`config.mk`:
```
export PLATFORM = sky130hd
export DESIGN_NAME = sram_port_arbiter
export DESIGN_NICKNAME = d
export VERILOG_FILES = /design/src/rtl/sram_port_arbiter.sv
export SDC_FILE = /design/constraint.sdc
export NUM_CORES = 1
export LEC_CHECK = 0
export CELL_PAD_IN_SITES_DETAIL_PLACEMENT = 1
export CELL_PAD_IN_SITES_GLOBAL_PLACEMENT = 1
export CORE_MARGIN = 1
export CORE_UTILIZATION = 26
export DETAILED_ROUTE_END_ITERATION = 7
export MAX_ROUTING_LAYER = met4
export PLACE_DENSITY = 0.95
export SLEW_MARGIN = 10
export SYNTH_ARGS = -nofsm -noshare
export SYNTH_HDL_FRONTEND = slang
export SYNTH_SLANG_ARGS = --single-unit
```
`constraint.sdc`:
```
create_clock -name clk -period 16.65 [get_ports clk]
set_input_delay 4.995 -clock clk [delete_from_list [all_inputs] [get_ports clk]]
set_output_delay 4.995 -clock clk [all_outputs]
set_load 0.05 [all_outputs]
```
`src/rtl/sram_port_arbiter.sv`:
```
// Arbitrates one single-port synchronous SRAM between instruction fetch and data access.
// Keeps at most one read in flight and returns its data to the requester that issued it.
module sram_port_arbiter #(
  parameter int ADDR_W     = 32,
  parameter int DATA_W     = 32,
  parameter int RD_LAT     = 1,
  parameter int STARVE_MAX = 4
) (
  input  logic                clk,
  input  logic                reset,
  input  logic                i_req,
  input  logic [ADDR_W-1:0]   i_addr,
  input  logic                i_cancel,
  output logic                i_gnt,
  output logic                i_rvalid,
  output logic [DATA_W-1:0]   i_rdata,
  input  logic                d_req,
  input  logic [DATA_W/8-1:0] d_we,
  input  logic [ADDR_W-1:0]   d_addr,
  input  logic [DATA_W-1:0]   d_wdata,
  output logic                d_gnt,
  output logic                d_rvalid,
  output logic [DATA_W-1:0]   d_rdata,
  output logic                sram_en,
  output logic [DATA_W/8-1:0] sram_we,
  output logic [ADDR_W-1:0]   sram_addr,
  output logic [DATA_W-1:0]   sram_wdata,
  input  logic [DATA_W-1:0]   sram_rdata
);

  localparam int CNT_W = $clog2(RD_LAT + 1);
  localparam int STK_W = $clog2(STARVE_MAX + 1);
  localparam logic [CNT_W-1:0] CNT_ONE  = CNT_W'(1);
  localparam logic [CNT_W-1:0] CNT_LOAD = CNT_W'(RD_LAT);
  localparam logic [STK_W-1:0] STK_MAX  = STK_W'(STARVE_MAX);

  typedef enum logic {ST_IDLE = 1'b0, ST_WAIT = 1'b1} state_t;
  typedef enum logic [1:0] {OWN_NONE = 2'd0, OWN_I = 2'd1, OWN_D = 2'd2} owner_t;

  state_t            state_reg, state_next;
  owner_t            owner_reg, owner_next;
  logic [CNT_W-1:0]  cnt_reg, cnt_next;
  logic [STK_W-1:0]  streak_reg, streak_next;
  logic              drop_reg, drop_next;
  logic [DATA_W-1:0] i_rdata_reg, d_rdata_reg;

  logic resp_cycle;
  logic can_issue;
  logic starve;
  logic d_win;
  logic i_win;
  logic d_is_read;
  logic new_read;

  // Grants are gated by reset so the port is quiet the moment reset rises.
  always_comb begin
    resp_cycle = (state_reg == ST_WAIT) && (cnt_reg == CNT_ONE);
    can_issue  = !reset && ((state_reg == ST_IDLE) || resp_cycle);
    starve     = i_req && (streak_reg == STK_MAX);
    d_win      = can_issue && d_req && !starve;
    i_win      = can_issue && i_req && !d_win;
    d_is_read  = (d_we == '0);
    new_read   = i_win || (d_win && d_is_read);
  end

  always_ff @(posedge clk or posedge reset) begin
    if (reset) begin
      state_reg  <= ST_IDLE;
      owner_reg  <= OWN_NONE;
      cnt_reg    <= '0;
      streak_reg <= '0;
      drop_reg   <= 1'b0;
    end else begin
      state_reg  <= state_next;
      owner_reg  <= owner_next;
      cnt_reg    <= cnt_next;
      streak_reg <= streak_next;
      drop_reg   <= drop_next;
    end
  end

  always_comb begin
    state_next  = state_reg;
    owner_next  = owner_reg;
    cnt_next    = cnt_reg;
    drop_next   = drop_reg;
    streak_next = streak_reg;

    if (new_read) begin
      state_next = ST_WAIT;
      owner_next = i_win ? OWN_I : OWN_D;
      cnt_next   = CNT_LOAD;
      drop_next  = i_win && i_cancel;
    end else if (state_reg == ST_WAIT) begin
      if (resp_cycle) begin
        state_next = ST_IDLE;
        owner_next = OWN_NONE;
        cnt_next   = '0;
        drop_next  = 1'b0;
      end else begin
        cnt_next  = cnt_reg - CNT_ONE;
        drop_next = drop_reg || ((owner_reg == OWN_I) && i_cancel);
      end
    end

    if (!i_req || i_win) begin
      streak_next = '0;
    end else if (d_win && (streak_reg != STK_MAX)) begin
      streak_next = streak_reg + STK_W'(1);
    end
  end

  // A cancel arriving in the response cycle itself still suppresses that fetch.
  always_comb begin
    i_gnt      = i_win;
    d_gnt      = d_win;
    sram_en    = i_win || d_win;
    sram_we    = d_win ? d_we : '0;
    sram_addr  = d_win ? d_addr : i_addr;
    sram_wdata = d_win ? d_wdata : '0;
    i_rvalid   = resp_cycle && (owner_reg == OWN_I) && !drop_reg && !i_cancel;
    d_rvalid   = resp_cycle && (owner_reg == OWN_D);
    i_rdata    = i_rvalid ? sram_rdata : i_rdata_reg;
    d_rdata    = d_rvalid ? sram_rdata : d_rdata_reg;
  end

  always_ff @(posedge clk or posedge reset) begin
    if (reset) begin
      i_rdata_reg <= '0;
      d_rdata_reg <= '0;
    end else begin
      if (i_rvalid) i_rdata_reg <= sram_rdata;
      if (d_rvalid) d_rdata_reg <= sram_rdata;
    end
  end

endmodule

```
# Word level (Yosys, flattened, before mapping)
# Index checks and enable logic that the tools add are counted.
# word_totals
reg_bits,72
inputBits,137
output_inout_bits,137
# op_classes
n_addsub,2
eq_ne,4
muxes,20
bitwise,1
n_reduce_logical,31
# ops
op,count
32-bit two-way mux,4
1-bit logical AND,15
1-bit two-way mux,9
2-bit two-way mux,4
1-bit zero test,6
3-bit two-way mux,2
2-bit nonzero test,3
1-bit logical OR,5
4-bit zero test,1
4-bit two-way mux,1
3-bit by 1-bit adder with 3-bit output (second input constant),1
3-bit == test (second input constant),1
3-bit inequality test (second input constant),1
2-bit by 1-bit == test with 1-bit output (second input constant),1
2-bit == test (second input constant),1
2-bit AND reduction,1
1-bit NOT,1
1-bit subtractor (second input constant),1

# Depth between registers and ports, before layout
# logic_depth
word_depth,10
depth_mapped,7
mapped_depth_nobuf,6

# Worst setup path after synthesis
# OpenSTA, ideal clock, no wires.
# synth_path
path_kind,input to output
start,input port reset
end,output port sram_wdata[22]
t_arrival_ps,7972
required_time_ps,11655
slack_ps,3683
path_stages,6
path_buffers,1
path_cell_list,inv_1 -> and2_4 -> nand3_4 -> inv_2 -> buf_2 -> and2_1
# synth_between
elab_chain_len,5
# synth_lines
element,line_no,source
"start, declared",10,"input logic reset,"
1-bit zero test (no source line),-,
1-bit logical AND,58,can_issue = !reset && ((state_reg == ST_IDLE) || resp_cycle);
1-bit logical AND (2 in a row),60,d_win = can_issue && d_req && !starve;
via d_gnt,21,"output logic d_gnt,"
32-bit two-way mux,120,sram_wdata = d_win ? d_wdata : '0;
"end, declared",27,"output logic [DATA_W-1:0] sram_wdata,"
# The timed path passes the listed nets, and every way through them passes these cells.

# Worst setup path after layout
# layout_path
start,input port reset
end,output port sram_wdata[18]
# layout_between
elab_chain_len,5
# layout_lines
element,line_no
1-bit zero test (no source line),-
1-bit logical AND,58
1-bit logical AND (2 in a row),60
32-bit two-way mux,120
# Every way passes these cells.

==> flow_summary.ini <==
[detailed_routing]
final_antenna_net_count = 0
via_per_inst = 4.440
met3_wirelength_um = 1182
highest_layer = met4
met2_length_um = 7685
drc = 0
wl_met1_um = 5813
post_drt_wl_per_cell_um = 19.18
first_iter_violations = 75
drt_wl_total_um = 15000
dr.pass1.iters = 5
via_count = 3472

[timing]
timing.final.ws_setup_ns = 3.764
period_needed_ns = 12.89
worstMarginPinSlew_ns = 1.166
final.period_utilization_pct = 77.39
hold_viol = 0
fin_setup_tns_ns = 0
drv_slew = 0
fmax_mhz = 77.60
finalSetupViolCount = 0
whs_ns = 0.4700
clock_skew_ns = 0.006447
rsz0062_at_grt = false
slew_headroom_pct = 22.19

[clock_network]
cts_root_buf = clkbuf_16
clock_path_buffers = 2
cts_tree = built
path_clk_slew_ns = 0.05
cts_buffers = 9
post-cts-setup-buffers = 0
worstSkewPairLatency_ns = 0.33
cts_resized = 0
clkSinkCount = 72
cts_hold_buf = 0
h-tree-depth = 3

[critical_path]
rr_worst_depth = 5
crit_buf_inv = 4
crit_family = buffers and inverters
critPathSlowestCell = clkdlybuf4s50_1
r2r_slack_ns = 14.46
r2r_start = owner_reg[0]
worstPathCellList = clkdlybuf4s50_1 > inv_2 > and2_4 > nand3_4 > inv_2 > and2_1 > clkdlybuf4s50_1
worstSetupStartpointType = input port
crit_arrival_ns = 7.89
r2r_end = d_rdata_reg[4]
path_class = in -> out
critPathMaxStageDelay_ns = 0.82
endpoint_kind = output port
crit_fanout = 37
worstPathRequired_ns = 11.65

[power_and_ir_drop]
p_leak_nw = 3.045
power_per_cell_area_nw_per_um2 = 175.2
p_total_mw = 1.194
vdd_ir_drop_max_uv = 119.4

[yosys]
synth_top_area_share_pct = 49.69
synthTopCellsByArea = dfrtp_1, mux2_4, nand2_1
avgSynthCellArea_sq_um = 10.95
mappedNetlistArea_sq_um = 3626
ys_types = 33
synthCells = 331
synth-seq-cells = 72
syn-num-nets = 470
yosys.area.top_type = dfrtp_1
synth_warnings = 0
seq_area_frac_synth_pct = 49.69

[final_layout]
multi_input_area_sq_um = 1685
final_core_util_pct = 50.85
layout_common_cells = clkdlybuf4s50_1, nand2_1, dfrtp_1
seq_area_sq_um = 1802
fin_cells = 782
drive_gt1_share_pct = 15.02
areaGrowthSynthToFinish_pct = 87.92
fin_area_sq_um = 6814
final_net_count = 741
final_common_cell = clkdlybuf4s50_1
diodes = 0
fillers = 1440

[global_routing]
grt_pass1_vias = 3948
grt_usage_pct = 21.19
grt-ovfl-total = 0
grt_pass1_wl_um = 22370
grt_max_degree = 70
antenna_found_initial = 0

[placed_design]
place_area_sq_um = 6485
hpwl_um = 11750
place_inst = 767
finalWeightedCongestion = 0.8675
dp_slack_ns = 3.720
portBuffers = 273

[hold_path]
min_delay_worst_endpoint = d_rdata_reg[12]
hold_start = d_rdata_reg[12]
hold_depth = 2
hold_path_class = reg -> reg

[floorplan]
boundaryPins = 274
die_w_um = 120.1
dieArea_sq_um = 14420
coreArea_sq_um = 13400
die_h_um = 120.1
start_util_pct = 27.06
num_rows = 42

[outcome]
status = finished, final reports clean

[run]
drv_cap = 0
[routing by layer]
layer / vias up / GRT usage, %
met5: - / -
met4: 0 / 6.953
met3: 19 / 6.036
met2: 145 / 37.57
met1: 1683 / 22.53
li1: 1625 / -
[tightest hold or removal path: cells and delay by family, from the launching register on]
family | cells | cell delay [ns]
AND/OR/NAND/NOR | 2 | 0.11
flip-flops | 1 | 0.32
[power by group]
part	total, mW	leakage [nW]	switching, mW	internal [mW]
Combinational	0.707	2.00	0.463	0.244
Sequential	0.277	0.890	0.0243	0.253
Clock	0.210	0.158	0.0712	0.139
Total	1.19	3.05	0.558	0.636
[kinds of logic (layout without fill, tap and decap cells)]
| family | count (synthesis) | in the layout | synth area share [%] |
|---|---|---|---|
| AOI/OAI and AO/OA | 10 | 10 | 2.174 |
| adders and majority gates | 2 | 2 | 0.6900 |
| muxes | 64 | 64 | 22.98 |
| DFF | 72 | 72 | 49.69 |
| buffers and inverters | 23 | 298 | 3.830 |
| and+or+nand+nor | 160 | 160 | 20.64 |
[how the worst max path moves through the flow]
stage / from / end / slack [ns] / cells past startpoint
2_1_floorplan: reset / sram_wdata[22] / 3.68 / 6
3_5_place_dp: reset / sram_wdata[18] / 3.72 / 7
4_1_cts: reset / sram_wdata[18] / 3.72 / 7
3_3_place_gp: reset / sram_wdata[21] / 3.83 / 7
6_report: reset / sram_wdata[18] / 3.76 / 7
5_1_grt: reset / sram_wdata[18] / 3.59 / 7
[cells in the mapped netlist]
master    instances
dfrtp_1          72
nor2b_1           1
nand4b_1          1
nand4_1           1
a21bo_2           1
ha_1              2
o21ai_0           1
or3_1             2
nand2b_1          1
a31o_2            2
inv_2             1
nor3_1            1
a21boi_0          2
mux2_2           34
and3_1            1
a32o_1            2
nand3_4           1
inv_1             7
nand2_2           1
a31oi_1           1
and2_1           36
nor2_1            4
a21oi_1           1
clkbuf_1          3
nor3_2            1
and2_4            1
buf_2             4
nand3_1           3
buf_6             6
nand2_1         104
nand2b_2          1
clkbuf_2          2
mux2_4           30
[layout make-up]
cell class,count,share of cell area (%)
Sequential cell,72,26.44
Clock buffer,11,3.709
Multi-Input combinational cell,236,24.73
Tap cell,176,3.232
Inverter,8,0.4407
Timing Repair Buffer,275,40.32
Clock inverter,4,1.120
(Power assumes the default switching activity.)
==> patch (same flow settings) <==
Make the reset (`reset`) synchronous in 2 clocked blocks.
--- a/src/rtl/sram_port_arbiter.sv
+++ b/src/rtl/sram_port_arbiter.sv
@@ -63,7 +63,7 @@
     new_read   = i_win || (d_win && d_is_read);
   end
 
-  always_ff @(posedge clk or posedge reset) begin
+  always_ff @(posedge clk) begin
     if (reset) begin
       state_reg  <= ST_IDLE;
       owner_reg  <= OWN_NONE;
@@ -124,7 +124,7 @@
     d_rdata    = d_rvalid ? sram_rdata : d_rdata_reg;
   end
 
-  always_ff @(posedge clk or posedge reset) begin
+  always_ff @(posedge clk) begin
     if (reset) begin
       i_rdata_reg <= '0;
       d_rdata_reg <= '0;
Function: differs if reset is asserted again (counterexample within 4 cycles, from zero or initial values and one cycle with reset high); with reset held inactive, the same outputs for 10 cycles.
==> patch against the original RTL <==
  * Routed wire length increased by 9.5%
  * Maximum frequency decreased by 5.1%
  * Final area increased by 0.35%
  * Setup slack got worse by 700 ps
  * Sequential cell count unchanged
  * Sequential share of layout area decreased by 5.4 points
  * Synthesized area increased by 2.0%
  * Critical path type unchanged
  * Largest cell class unchanged
Power is not compared: it rests on default switching activity, and its combinational part moved more than twofold at a synthesized area within 25%.
==> patch: results (changes against the original RTL) <==
status finished clean; reg2reg start state_reg$_SDFF_PP0_; nets 813 (+9.7%); metal2 WL 8960 um (+17%); Total Routing Usage GR 22.5% (+1.3 points); syn nets 547 (+16%); Slew @ Worst Pin 936 ps (-230 ps); wire per inst 19.1 um (-0.24%); fin crit period 13,580 ps (+697 ps); Setup Skew 2.66 ps (-3.79 ps); initial antenna violation count 1 (+1); Async SR Flop Fraction 0% (-100 points); met1 wire length 5470 um (-5.9%); Met3 Wirelength 1250 um (+5.3%); Final HPWL DP 13,700 um (+16%); most common library cells after synthesis nand2_1 (104), and2_1 (81), dfxtp_1 (72); FF-to-FF setup slack 14,340 ps (-120 ps); hold path start owner_reg[1]$_SDFFE_PP0P_; largest net degree at the start of global routing 66 (-5.7%); IO buf count 273 (unchanged); clock root buffer clkbuf_16; Fill cells 1,555 (+8.0%); GPL Wtd Cong 0.924 (+6.5%); met1 Usage GRT 19.8% (-2.7 points); crit-path max FO 65 (+76%); post-synthesis sequential area ratio 39.0% (-11 points); Place WS 3030 ps (-686 ps); Arr. time, crit path 8590 ps (+700 ps); via count 3,812 (+9.8%); GR Layer Usage met2 42.6% (+5.0 points); post-synth cell types 32 (-3.0%); postcts setup bufs 0 (unchanged); drt pass-1 iters 4 (-1); dominant cells by area after synthesis dfxtp_1 (39%), and2_1 (14%), mux2_4 (12%); vias in the first global route 4,198 (+6.3%)
==> patch: cell count changes after synthesis, sizes merged, moves of 2 or more <==
cell,before,now
dfrtp,72,0
nor2b,1,22
or3,2,0
dfxtp,0,72
nand3,4,7
clkbuf,5,12
nor3,2,0
a21boi,2,0
a21oi,1,4
a32o,2,0
and2,37,81
==> patch: critical path, stage by stage <==
cell and delay (ps):
clkdlybuf4s50_1 390, buf_4 240, nor2b_1 320, nand3_2 660
clkinv_1 280, buf_4 510, nand2_1 140, nand2_1 130
clkdlybuf4s50_1 870
==> patch: stage by stage <==
step	utilization [%]	instance area, um2	std cells	total power (uW)	hold WS, ps
after detailed placement	47.4	6570	843	305	513
after global placement	47.4	6570	843	302	484
after global routing	49.3	6840	858	491	556
final	49.3	6840	858	473	516
after CTS	49.2	6840	857	479	519
after floorplan	-	3700	408	240	464
==> patch: path summary, 6_finish.rpt <==
kind | endpoint | depth (start not counted)
setup / recovery | sram_addr[27] | 9
hold / removal | owner_reg[1]$_SDFFE_PP0P_ | 2
setup reg to reg | d_rdata_reg[27]$_SDFF_PP0_ | 4
hold reg to reg | owner_reg[1]$_SDFFE_PP0P_ | 2
==> patch: cell families (layout without fill, tap and decap cells) <==
family          after synthesis  in the layout  share of synthesized area, %
compound gates               10             10                          1.83
xor+xnor                      2              2                         0.474
fa+ha+maj                     2              2                         0.676
buf+inv                      32            301                          4.19
flops                        72             72                          39.0
mux                          65             65                          22.7
other cells                   0              1                             0
simple gates                225            225                          31.2
==> patch: cell type report <==
type	count	share of cell area, %
Timing Repair Buffer	278	40.5
Multi-Input combinational cell	304	30.8
Sequential cell	72	21.1
Clock buffer	10	3.49
Tap cell	180	3.29
Inverter	9	0.494
Clock inverter	4	0.329
Antenna cell	1	0.0366
